[config.mk]
export PLATFORM = sky130hd
export DESIGN_NAME = next_pc_ctrl
export DESIGN_NICKNAME = d
export VERILOG_FILES = /design/src/rtl/next_pc_ctrl.sv
export SDC_FILE = /design/constraint.sdc
export NUM_CORES = 1
export LEC_CHECK = 0
export CAP_MARGIN = 5
export CELL_PAD_IN_SITES_DETAIL_PLACEMENT = 1
export CELL_PAD_IN_SITES_GLOBAL_PLACEMENT = 1
export CORE_UTILIZATION = 34
export CTS_CLUSTER_DIAMETER = 150
export DETAILED_ROUTE_END_ITERATION = 6
export PLACE_DENSITY_LB_ADDON = 0.1
export SKIP_LAST_GASP = 1
export SLEW_MARGIN = 20
export SYNTH_ARGS = -nofsm -noshare
export SYNTH_HDL_FRONTEND = slang
export SYNTH_SLANG_ARGS = --single-unit
[constraint.sdc]
create_clock -name clk_i -period 3.1 [get_ports clk_i]
set_clock_uncertainty 0.1 [all_clocks]
set_input_delay 0.93 -clock clk_i [delete_from_list [all_inputs] [get_ports clk_i]]
set_output_delay 0.93 -clock clk_i [all_outputs]
set_load 0.01 [all_outputs]
[src/rtl/next_pc_ctrl.sv]
// Program counter owner for the pipelined CPU: picks sequential, branch or jump next-PC,
// freezes on hazard stalls, defers redirects seen during a stall, and counts applied redirects.
module next_pc_ctrl #(
  parameter logic [31:0] RESET_PC = 32'h0000_0000,
  parameter int          CNT_W    = 16
) (
  input  logic             clk_i,
  input  logic             rst_i,
  input  logic             start_i,
  input  logic             stall_i,
  input  logic             branch_i,
  input  logic [31:0]      branch_target_i,
  input  logic             jump_i,
  input  logic [25:0]      jump_addr_i,
  input  logic [31:0]      id_pc_i,
  output logic [31:0]      pc_o,
  output logic             pc_valid_o,
  output logic             flush_o,
  output logic [CNT_W-1:0] redirect_cnt_o
);

  typedef enum logic [1:0] {IDLE = 2'd0, RUN = 2'd1, HOLD = 2'd2} state_t;

  typedef struct packed {
    logic        vld;
    logic [31:0] tgt;
  } redir_t;

  localparam logic [CNT_W-1:0] CNT_ONE = {{(CNT_W-1){1'b0}}, 1'b1};

  state_t           state_q, state_d;
  logic [31:0]      pc_q, pc_d;
  logic [31:0]      pend_q, pend_d;
  logic [CNT_W-1:0] cnt_q;
  logic             apply;
  logic [31:0]      id_pc4;
  redir_t           redir;

  // Jump region comes from the PC of the delay-slot successor, not the jump itself.
  always_comb begin
    id_pc4    = id_pc_i + 32'd4;
    redir.vld = branch_i | jump_i;
    redir.tgt = branch_i ? branch_target_i : {id_pc4[31:28], jump_addr_i, 2'b00};
  end

  always_ff @(posedge clk_i) begin
    if (rst_i) begin
      state_q <= IDLE;
      pc_q    <= RESET_PC;
      pend_q  <= 32'd0;
      cnt_q   <= '0;
    end else begin
      state_q <= state_d;
      pc_q    <= pc_d;
      pend_q  <= pend_d;
      if (apply && (cnt_q != '1)) cnt_q <= cnt_q + CNT_ONE;
    end
  end

  always_comb begin
    state_d = state_q;
    case (state_q)
      IDLE:    if (start_i) state_d = RUN;
      RUN:     if (redir.vld && stall_i) state_d = HOLD;
      HOLD:    if (!stall_i) state_d = RUN;
      default: state_d = IDLE;
    endcase
  end

  // Datapath select; a same-cycle redirect out of HOLD beats the deferred one.
  always_comb begin
    apply  = 1'b0;
    pc_d   = pc_q;
    pend_d = pend_q;
    case (state_q)
      RUN: begin
        if (stall_i) begin
          if (redir.vld) pend_d = redir.tgt;
        end else if (redir.vld) begin
          pc_d  = redir.tgt;
          apply = 1'b1;
        end else begin
          pc_d = pc_q + 32'd4;
        end
      end
      HOLD: begin
        if (stall_i) begin
          if (redir.vld) pend_d = redir.tgt;
        end else begin
          pc_d  = redir.vld ? redir.tgt : pend_q;
          apply = 1'b1;
        end
      end
      default: ;
    endcase
  end

  assign pc_o           = pc_q;
  assign pc_valid_o     = (state_q != IDLE) && !rst_i;
  assign flush_o        = apply && !rst_i;
  assign redirect_cnt_o = cnt_q;

endmodule

==> results of run 1 <==
==> Yosys cell counts (8+ instances only) <==
cell type / instances
and3_1: 10
nand2_1: 42
nand3_1: 26
a211oi_1: 14
a21oi_1: 65
buf_2: 9
a31oi_1: 10
dfxtp_1: 82
clkbuf_1: 31
nor4_1: 11
xnor2_1: 8
nor2_1: 64
o21a_1: 15
nand4_1: 17
a22o_1: 11
a22oi_1: 14
o21ai_0: 59
nor3_1: 21
inv_1: 14
o22ai_1: 12
o211ai_1: 8
==> logic make-up (layout without fill, tap and decap cells) <==
kind of cell	Yosys count	after routing
compound gates	255	255
xor+xnor	13	13
fa+ha+maj	5	5
buf+inv	63	213
flops	82	82
mux	2	2
simple gates	225	225
==> registers in the layout, summed over array words and instances (netlist names) <==
register        flops
pc_o               32
pend_q             32
redirect_cnt_o     16
state_q             2
==> report_power, final <==
part	internal (µW)	switching, µW	total [µW]	leakage, µW
registers	1240	208	1450	0.000667
clock network	652	436	1090	0.000152
logic	693	750	1440	0.00160
total	2590	1390	3980	0.00242
==> final timing paths <==
check	from	to	slack [ns]	cells after the start
setup / recovery	jump_i	flush_o	0.04	5
hold / removal	pend_q[3]	pc_o[3]	0.39	2
setup reg to reg	state_q[0]	redirect_cnt_o[15]	0.62	9
hold reg to reg	pend_q[3]	pc_o[3]	0.39	2
==> layout make-up <==
cell class | instances | area [µm²] | share of cell area (%)
Inverter | 14 | 52.6 | 0.749
Tap cell | 180 | 225 | 3.21
Sequential cell | 82 | 1640 | 23.4
Clock buffer | 15 | 298 | 4.24
Timing Repair Buffer | 183 | 1780 | 25.3
Clock inverter | 1 | 5.00 | 0.0713
Multi-Input combinational cell | 500 | 3020 | 43.0
==> placed cells by master, fill, tap and decap left out, types with 14 or more instances in the layout <==
cell type / n
clkdlybuf4s50_1: 141
dfxtp_1: 82
a21oi_1: 65
nor2_1: 63
o21ai_0: 58
nand2_1: 42
buf_4: 36
nand3_1: 26
nor3_1: 21
nand4_1: 17
o21a_1: 15
inv_1: 14
a22oi_1: 14
a211oi_1: 14
==> what timing repair did <==
| action | 4_1_cts | 5_1_grt |
|---|---|---|
| setup endpoints to repair | 1 | 2 |
| gates resized for setup | 3 | 1 |
| hold buffers | 0 | 0 |
| buffers inserted | 1 | 0 |
==> per-layer routing <==
| layer | vias to the layer above | global-route usage [%] | routed length (µm) |
|---|---|---|---|
| li1 | 2745 | - | - |
| met1 | 2783 | 31.8 | 8170 |
| met2 | 156 | 44.3 | 9050 |
| met3 | 21 | 4.68 | 842 |
| met4 | 0 | 7.95 | 342 |
| met5 | - | 0 | 0 |
==> worst reg2reg max path, cell delays in order, from the launching register on <==
cell and delay (ns):
dfxtp_1 0.37, inv_1 0.08, ha_1 0.39, nor2b_2 0.21, buf_4 0.12, buf_4 0.09, o211a_1 0.25, o21ai_1 0.16
or4_1 0.49, a21oi_1 0.14
==> metrics by stage <==
step	TNS (ns)	instance area, µm²
3_3_place_gp	-1.09	6700
5_1_grt	-0.0473	7020
2_1_floorplan	0	4900
3_5_place_dp	-1.61	6700
6_report	0	7020
4_1_cts	0	7010
==> metrics.cfg, run 1 <==
[status]
status = complete, no violations

[synthesis]
yosysTopAreaCell = dfxtp_1
synth_mux_area_share_pct = 0.409
syn_inst = 645
yosys_most_used_dff = dfxtp_1
syn_area_per_cell_um2 = 7.60
synth_top_family_by_area = compound AO/OA/AOI/OAI gates
synthXorXnorAreaFrac_pct = 2.32
async_flop_share_pct = 0
synth.area.top_cells = dfxtp_1 34%, a21oi_1 6.6%, o21ai_0 6.0%
ys_seq_area_share_pct = 33.5
synth-edff-count = 0
synthAdderAreaFrac_pct = 1.28
synth_top_area_share_pct = 33.5
yosys.area_share.simple_pct = 23.9
syn_nets = 746
yosys_warnings = 0
synth_compound_area_share_pct = 33.5
synth-seq-cells = 82
ys_types = 60
netlist_area_mm2 = 0.00490

[floorplan]
fp.dieH_um = 122
die_w_um = 122
start_util_pct = 35.0
coreArea_mm2 = 0.0140
core.rowCount = 43
die_area_mm2 = 0.0149
ioPinCount = 146

[cells_and_area]
finalNetCount = 891
num-fill-cells = 1710
antennaDiodeCount = 0
drive_gt1_share_pct = 9.06
stdcell_count = 975
area.growth.synth_to_final_pct = 43.2
utilization_pct = 50.2

[detailed_routing]
dr.pass1.iters = 5
first_iter_violations = 360
routedWlPerCell_um = 18.9
drc = 0
drt.antenna.violating_nets = 0
avgViaCountPerCell = 5.85
routed_wl_mm = 18.4
vias = 5705

[timing]
worstMarginPinSlew_ns = 0.787
fin_crit_ns = 3.06
slew_headroom_pct = 47.0
finalMaxSlewViolations = 0
finalCritPeriodShare_pct = 98.9
rsz0062_at_grt = yes
hold_viol = 0
fmax_ghz = 0.326
fin_ws_ns = 0.0350
finalSetupViolations = 0
hold_ws_ns = 0.390

[critical_path]
cp-start-kind = input port
end_kind = output port
crit_chain = clkdlybuf4s50_1, o21a_1, o21ai_2, nor2_1, dlygate4sd2_1
cp_max_fo = 2
crit_family = buffers and inverters
critPathArrivalTime_ns = 2.03
required_ns = 2.07
cp_slowest_cell = clkdlybuf4s50_1
critPathMaxStageDelay_ns = 0.42
crit_buf_inv = 2
worstSetupPathType = in2out

[grt]
first_global_vias = 5884
antenna_found_initial = 0
overflow = 0
grt_max_degree = 49
grt_pass1_wl_mm = 29.5
grt_usage_pct = 25.6

[placement]
dp_slack_ns = -0.272
placed_cells = 958
portBuffers = 143
place_congestion = 0.907
dpl.hpwl_mm = 13.5

[clock_network]
cts_tree = done
path_clk_slew_ns = 0.06
clockBufferDepth = 2
htree_levels = 3
insertion_delay_ns = 0.34
cts_buffers = 9
ctsRootBufferMaster = clkbuf_16
cts_sinks = 82

[power_and_ir_drop]
finalPower_uw = 3980
irDropWorstVdd_uv = 293
p_leak_uw = 0.00242
p_per_area_mw_per_mm2 = 568

[flow_run]
maxCapViolCount = 0

[worst_hold_path]
min-delay-path-class = reg2reg

Note: power is estimated with default switching activity, not from simulation.
==> run 2, diff against run 1 <==
- ABC_CLOCK_PERIOD_IN_PS: unset -> 3100
- SLEW_MARGIN: 20 -> unset
==> results of run 2 <==
No change in the layout: final DEF, timing and power equal those of run 1.
